[src/rtl/xbar_perm_loader.sv]
// Permutation loader for the Benes crossbar: gathers SIZE tags over a beat stream,
// rejects any permutation with a repeated tag, and holds a good one until it is taken.
module xbar_perm_loader #(
    parameter  int SIZE     = 32,
    parameter  int LANES    = 4,
    localparam int TAGWIDTH = $clog2(SIZE)
) (
    input  logic                      clk,
    input  logic                      n_rst,
    input  logic                      flush,
    input  logic                      in_valid,
    output logic                      in_ready,
    input  logic [LANES*TAGWIDTH-1:0] in_tags,
    output logic                      perm_valid,
    input  logic                      perm_ready,
    output logic [SIZE*TAGWIDTH-1:0]  perm,
    output logic                      err,
    output logic [TAGWIDTH-1:0]       err_tag
);

    // state   | meaning
    // COLLECT | accepting beats, building perm and the seen bitmap
    // HOLD    | verified perm presented, waiting for perm_ready

    localparam int TW    = TAGWIDTH;
    localparam int BEATS = SIZE / LANES;
    localparam int CW    = (BEATS > 1) ? $clog2(BEATS) : 1;

    typedef enum logic {COLLECT = 1'b0, HOLD = 1'b1} state_t;

    state_t               state_q, state_d;
    logic [CW-1:0]        beat_cnt_q, beat_cnt_d;
    logic [SIZE-1:0]      seen_q, seen_d;
    logic                 dup_q, dup_d;
    logic [TW-1:0]        dup_tag_q, dup_tag_d;
    logic [SIZE*TW-1:0]   perm_q, perm_d;
    logic                 err_q, err_d;
    logic [TW-1:0]        err_tag_q, err_tag_d;

    logic [TW-1:0]        lane_tag [LANES];
    logic                 accept;
    logic                 last_beat;
    logic                 beat_dup;
    logic [TW-1:0]        beat_dup_tag;
    logic                 hit;

    always_ff @(posedge clk or negedge n_rst) begin
        if (!n_rst) begin
            state_q    <= COLLECT;
            beat_cnt_q <= '0;
            seen_q     <= '0;
            dup_q      <= 1'b0;
            dup_tag_q  <= '0;
            perm_q     <= '0;
            err_q      <= 1'b0;
            err_tag_q  <= '0;
        end else begin
            state_q    <= state_d;
            beat_cnt_q <= beat_cnt_d;
            seen_q     <= seen_d;
            dup_q      <= dup_d;
            dup_tag_q  <= dup_tag_d;
            perm_q     <= perm_d;
            err_q      <= err_d;
            err_tag_q  <= err_tag_d;
        end
    end

    always_comb begin
        for (int k = 0; k < LANES; k++) begin
            lane_tag[k] = in_tags[k*TW +: TW];
        end
    end

    // Scan lanes high to low so the lowest duplicated lane sets the tag last.
    always_comb begin
        beat_dup     = 1'b0;
        beat_dup_tag = '0;
        hit          = 1'b0;
        for (int k = LANES - 1; k >= 0; k--) begin
            hit = seen_q[lane_tag[k]];
            for (int j = 0; j < k; j++) begin
                if (lane_tag[j] == lane_tag[k]) hit = 1'b1;
            end
            if (hit) begin
                beat_dup     = 1'b1;
                beat_dup_tag = lane_tag[k];
            end
        end
    end

    assign accept    = in_valid & in_ready & ~flush;
    assign last_beat = (beat_cnt_q == CW'(BEATS - 1));

    always_comb begin
        state_d = state_q;
        if (flush) begin
            state_d = COLLECT;
        end else begin
            case (state_q)
                COLLECT: if (accept && last_beat && !(dup_q || beat_dup)) state_d = HOLD;
                HOLD:    if (perm_ready) state_d = COLLECT;
                default: state_d = COLLECT;
            endcase
        end
    end

    always_comb begin
        beat_cnt_d = beat_cnt_q;
        seen_d     = seen_q;
        dup_d      = dup_q;
        dup_tag_d  = dup_tag_q;
        perm_d     = perm_q;
        err_d      = 1'b0;
        err_tag_d  = err_tag_q;
        if (flush) begin
            beat_cnt_d = '0;
            seen_d     = '0;
            dup_d      = 1'b0;
        end else if (accept) begin
            for (int b = 0; b < BEATS; b++) begin
                if (beat_cnt_q == CW'(b)) perm_d[b*LANES*TW +: LANES*TW] = in_tags;
            end
            if (last_beat) begin
                beat_cnt_d = '0;
                seen_d     = '0;
                dup_d      = 1'b0;
                if (dup_q || beat_dup) begin
                    err_d     = 1'b1;
                    err_tag_d = dup_q ? dup_tag_q : beat_dup_tag;
                end
            end else begin
                beat_cnt_d = beat_cnt_q + CW'(1);
                for (int k = 0; k < LANES; k++) begin
                    seen_d[lane_tag[k]] = 1'b1;
                end
                if (!dup_q && beat_dup) begin
                    dup_d     = 1'b1;
                    dup_tag_d = beat_dup_tag;
                end
            end
        end
    end

    always_comb begin
        in_ready   = (state_q == COLLECT);
        perm_valid = (state_q == HOLD);
    end

    assign perm    = perm_q;
    assign err     = err_q;
    assign err_tag = err_tag_q;

endmodule

[config.mk]
export PLATFORM = sky130hd
export DESIGN_NAME = xbar_perm_loader
export DESIGN_NICKNAME = d
export VERILOG_FILES = /design/src/rtl/xbar_perm_loader.sv
export SDC_FILE = /design/constraint.sdc
export NUM_CORES = 1
export LEC_CHECK = 0
export ABC_CLOCK_PERIOD_IN_PS = 6880
export CAP_MARGIN = 0
export CELL_PAD_IN_SITES_DETAIL_PLACEMENT = 1
export CELL_PAD_IN_SITES_GLOBAL_PLACEMENT = 1
export CORE_ASPECT_RATIO = 0.8
export CORE_MARGIN = 10
export CORE_UTILIZATION = 35
export DETAILED_ROUTE_END_ITERATION = 16
export GPL_TIMING_DRIVEN = 1
export HOLD_SLACK_MARGIN = 0.08
export PLACE_DENSITY = 0.74
export SETUP_SLACK_MARGIN = 0.3
export SLEW_MARGIN = 25
export SYNTH_ARGS = -nofsm -noshare
export SYNTH_HDL_FRONTEND = slang
export SYNTH_SLANG_ARGS = --single-unit
[constraint.sdc]
create_clock -name clk -period 6.88 [get_ports clk]
set_input_delay 1.72 -clock clk [delete_from_list [all_inputs] [get_ports clk]]
set_output_delay 1.72 -clock clk [all_outputs]
set_load 0.02 [all_outputs]
-- After elaboration in Yosys (flattened, before gate mapping)
Index checks and enable logic that the tools add are counted.
- bits in registers: 208
- output and inout port bits: 168
- bits of input ports: 25
- word-level logic and storage cells: 119
- equality and inequality tests: 13
- magnitude comparators: 8
- $add $sub $neg: 1
- bitwise gates (word level): 9
- reduce and logical (&&, ||, !) cells: 24
- muxes and demuxes: 49
- operators with widths (kind ; number):
    OR 32 bit ; 4
    two-way mux 32 bit ; 3
    equality test 5 bit ; 6
    two-way mux 1 bit ; 29
    two-way mux 5 bit ; 5
    < comparator 5 x 6 -> 1 bit, second input constant ; 4
    AND reduction 3 bit ; 8
    binary-select mux 1 bit (select 5 bit) ; 4
    demux 1 bit (select 5 bit) ; 4
    greater-or-equal comparator 5 x 1 -> 1 bit, second input constant ; 4
    equality test 3 bit, second input constant ; 4
    two-way mux 3 bit ; 3
    AND reduction 4 bit ; 2
    logical AND 1 bit ; 7
    equality test 3 x 2 -> 1 bit, second input constant ; 2
    adder 3 x 1 -> 3 bit, second input constant ; 1
    equality test 3 x 1 -> 1 bit, second input constant ; 1
    logical NOT 3 bit ; 1
    NOT 1 bit ; 3
    nonzero test 3 bit ; 1
    bitwise AND 1 bit ; 2
    logical NOT 1 bit ; 2
    case mux 1 bit (2 select lines) ; 1
    AND reduction 2 bit ; 1
    2 further kinds ; 2

-- Longest topological paths before layout
- word-level depth: 15
- gate-level depth with buffers: 12
- gate-level depth less buffers: 8

-- Worst setup path after synthesis
Ideal clock, no wire load.
- kind: in2reg
- start point: in in_tags[1]
- end point: reg dup_tag_q[4]
- slack: 3087 ps
- stages: 9
- buffers on the path: 1
- data arrival time: 3646 ps
- cell sequence: buf_6 > mux4_2 > and3_4 > nor4_2 > o221ai_2 > or2_4 > a21o_1 > o221ai_1 > mux2i_1
- cells in the longest elaborated chain, start to end: 10
- RTL lines (element ; line ; text):
    from (decl) ; 13 ; input logic [LANES*TAGWIDTH-1:0] in_tags,
    equality test 5 bit ; 83 ; if (lane_tag[j] == lane_tag[k]) hit = 1'b1;
    two-way mux 1 bit (3 in series) ; 83 ;
    two-way mux 1 bit (4 in series) ; 85 ; if (hit) begin
    logical AND 1 bit ; 137 ; if (!dup_q && beat_dup) begin
    AND reduction 4 bit (no source line) ; -- ;
    to (signal assigned) ; 62 ; dup_tag_q <= dup_tag_d;
    to (decl) ; 35 ; logic [TW-1:0] dup_tag_q, dup_tag_d;
Parallel ways exist; a longest one is shown, timed or not. The select of a mux whose other input is x is not followed.
A chain may end at the register's enable or synchronous reset.

-- Final worst setup path
- start point: in in_tags[16]
- end point: reg dup_tag_q[2]
- cells in the longest elaborated chain, start to end: 11
- RTL lines (element ; line ; text):
    binary-select mux 1 bit (select 5 bit) ; 81 ; hit = seen_q[lane_tag[k]];
    two-way mux 1 bit (implied by the code) ; 81 ;
    two-way mux 1 bit (2 in series) ; 83 ;
    two-way mux 1 bit * ; 83 ;
    two-way mux 1 bit (4 in series) ; 85 ;
    logical AND 1 bit ; 137 ;
    AND reduction 4 bit (no source line) ; -- ;
Every way passes the cells marked *; elsewhere a longest branch is shown, timed or not. The select of a mux whose other input is x is not followed.

==> results.md <==
* Outcome: complete, no violations
* Vias per cell at 5.66
* Simple-gate share of the synthesized area at 12.5%
* Die ar. at 38,000 um2
* Synth Cell Area at roughly 11,000 um2
* Root Driver: clkbuf_16
* N_diodes at 0
* HPWL after DPL at approximately 29,000 um
* Clock Pin Slew Worst Setup and Hold Paths at roughly 0.060 ns
* Core footprint at 30,200 um2
* DRT antenna net count at 0
* Placement Rows at 57
* DRC Markers at 0
* Main area contributors after synthesis: dfrtp_1, mux2_2, mux2i_1, nand2_1, o21ai_0
* Vias at 9,015
* Largest family of logic cells by synthesized area: multiplexers
* Crit Path Max Fanout at 15
* Final Skew at 0.0117 ns
* Top cell type's share of synthesized area at between 40% and 50%
* Leakage power at 5.82 nW
* CTS resizes at 0
* Total CTS buffers at 23
* Die extent in y at around 180 um
* Sequential fraction of the synthesis area at 48.6%
* Vias in the first global route at 9,400
* Top cells by count, synth: dfrtp_1, nand2_1, mux2_2
* Max-Cap Viols at 0
* CP required at 7.30 ns
* Startpoint Class: input port
* Final worst slack at 2.16 ns
* Synth area leader: dfrtp_1
* Final Util at 45.0%
* Drt wl/cell at about 26 um
* Fraction of registers with async set/reset at 100%
* Starting DRT DRC Count at 742
* First-pass detailed-route iteration total at 5
* Setup crit end kind: flip-flop
* Clk sinks at between 200 and 250
* XOR/XNOR Fraction of Synth Area at 2.29%
* Count of unique library cells instantiated by Yosys at 61
* Fin area at 13,600 um2
* Port bufs at 192
* H-tree levels at 1
* Slew headroom at between 30% and 40%
* RePlAce Congestion at about 0.95
* DIE WIDTH at 216 um
* Setup Fix Bufs, Post-CTS at 0
* Initial core utilization at 35.4%
* Synthesized flop and latch total at 208
* Syn_nets at roughly 1.1k
* Final count of negative-setup-slack endpoints at 0
* Pre-CTS WS at 1.78 ns
* Final setup TNS at 0 ns
* Fraction of the mapped netlist area in adder cells at less than 1%
* Worst-skew pair later-pin latency at 0.51 ns
* Primary FF master, synth: dfrtp_1
* Syn Inst Count at roughly 1.0k
* Count leader, synth: dfrtp_1
* Cts hold-fix bufs at 0
* Critical path arrival at 5.14 ns
* Yosys warning count at 0
* Final min period at 4.72 ns
* Fin. Hold Viols at 0
* Synthesis-to-finish area growth at 27.2%
* Period utilization at 68.6%
* Total power draw at 4.11 mW
* Placement Cell Area at 12,900 um2
* HP Class: flip-flop to flip-flop
* CTS tree: built
* Global-route wire length before repair at 62,500 um
* Post-synthesis mux area share at about 18%
* I/O pins at 193
* Compound-Gate Fraction of Synth Area at between 10% and 20%
* Final Max Slew Viols at 0
* Syn avg cell area at about 10 um2
* F_max at 212 MHz
* Initial antenna violation count at 1
* Layout cells sized above 1 at 17.1%
* Largest net degree at the start of global routing at 102
* Slew at the pin closest to its max-slew limit at 1.02 ns
* Total wire length at 41,800 um
* Gr usage total at 21.3%
* Crit path kind: input port to flip-flop
* PD cells at 302 nW/um2
* IR drop worst, VDD at 0.154 mV
* Number of synthesized flops with an enable pin at 0
* Longest Clk Path Bufs at 3
* Unrepaired setup endpoints after global routing: no
* Layout Nets at 1,196
* Congestion Overflow GR at 0
metal layers:
layer  up-vias  part of all wire [%]  GRT usage (%)
met4         2                   2.1           5.30
met1      4632                    44           28.7
met3        65                   9.1           6.14
li1       3923                     -              -
met2       393                    45           33.1
met5         -                 0.031          0.128
logic make-up (layout without fill, tap and decap cells):
family                   count (synthesis)  count (layout)
AO/OA/AOI/OAI                          215             215
buffers and inverters                  120             278
adder cells (fa/ha/maj)                  6               6
multiplexers                           167             167
XOR/XNOR                                28              28
flip-flops                             208             208
AND/OR/NAND/NOR                        277             277
cells in the final DEF, fill, tap and decap left out, types with 6 or more instances in the layout:
| cell | synthesis | layout |
|---|---|---|
| clkdlybuf4s50_1 | 0 | 185 |
| nand3b_1 | 7 | 7 |
| o22ai_1 | 38 | 38 |
| dfrtp_1 | 208 | 208 |
| nor2_1 | 36 | 36 |
| mux2_2 | 106 | 106 |
| nand3_1 | 13 | 13 |
| buf_4 | 3 | 20 |
| nor2b_1 | 8 | 8 |
| nor3_1 | 14 | 14 |
| o32ai_1 | 8 | 8 |
| xor2_1 | 25 | 25 |
| ha_1 | 6 | 6 |
| a221oi_1 | 29 | 29 |
| nand2b_1 | 15 | 15 |
| buf_2 | 22 | 6 |
| inv_1 | 25 | 25 |
| nand2_1 | 136 | 134 |
| clkbuf_8 | 0 | 7 |
| a21oi_1 | 12 | 11 |
| a21o_1 | 10 | 10 |
| mux4_2 | 10 | 10 |
| o21ai_0 | 86 | 86 |
| or3_1 | 6 | 6 |
| clkbuf_16 | 0 | 23 |
| nor3b_1 | 6 | 6 |
| mux2i_1 | 51 | 51 |
flip-flops by register name (all words and copies together), names as in the netlist:
signal      flops
err             1
err_tag         5
dup_q           1
seen_q         32
dup_tag_q       5
perm_valid      1
perm          160
beat_cnt_q      3
critical path, stage by stage:
cell	delay (ns)
clkdlybuf4s50_1	1.02
buf_4	0.38
xor2_1	0.10
nor4_1	0.46
a221oi_1	0.17
a21oi_1	0.27
nor4_4	0.12
a311oi_2	0.60
mux2i_1	0.27
per-stage QoR:
stage / hold slack [ns] / std cells
2_1_floorplan: 0.487 / 1021
3_3_place_gp: 0.460 / 1552
3_5_place_dp: 0.470 / 1552
4_1_cts: 0.485 / 1591
5_1_grt: 0.514 / 1592
6_report: 0.476 / 1592
cell type report:
cell class | instances | area, um2
clock buffers | 33 | 673
clock inverters | 6 | 62.6
fillers | 3334 | 16600
inverters | 26 | 97.6
multi-input cells | 693 | 5000
flip-flops and latches | 208 | 5200
well taps | 413 | 517
repair buffers | 213 | 2070
worst paths after layout:
kind                       slack, ns        start      endpoint  depth (start not counted)
setup / recovery                2.16  in_tags[16]  dup_tag_q[2]                          9
hold / removal                  0.48    perm[149]     perm[149]                          2
setup reg to reg                4.04    seen_q[3]    err_tag[3]                          8
hold reg to reg                 0.48    perm[149]     perm[149]                          2
max in group asynchronous       4.33        n_rst    seen_q[29]                          2
min in group asynchronous       1.30        n_rst     perm[106]                          1
power by group:
| part | internal (mW) | switching (mW) |
|---|---|---|
| registers | 1.46 | 0.150 |
| clock network | 0.715 | 0.503 |
| logic | 0.582 | 0.703 |
| total | 2.76 | 1.36 |
(Power assumes the default switching activity.)
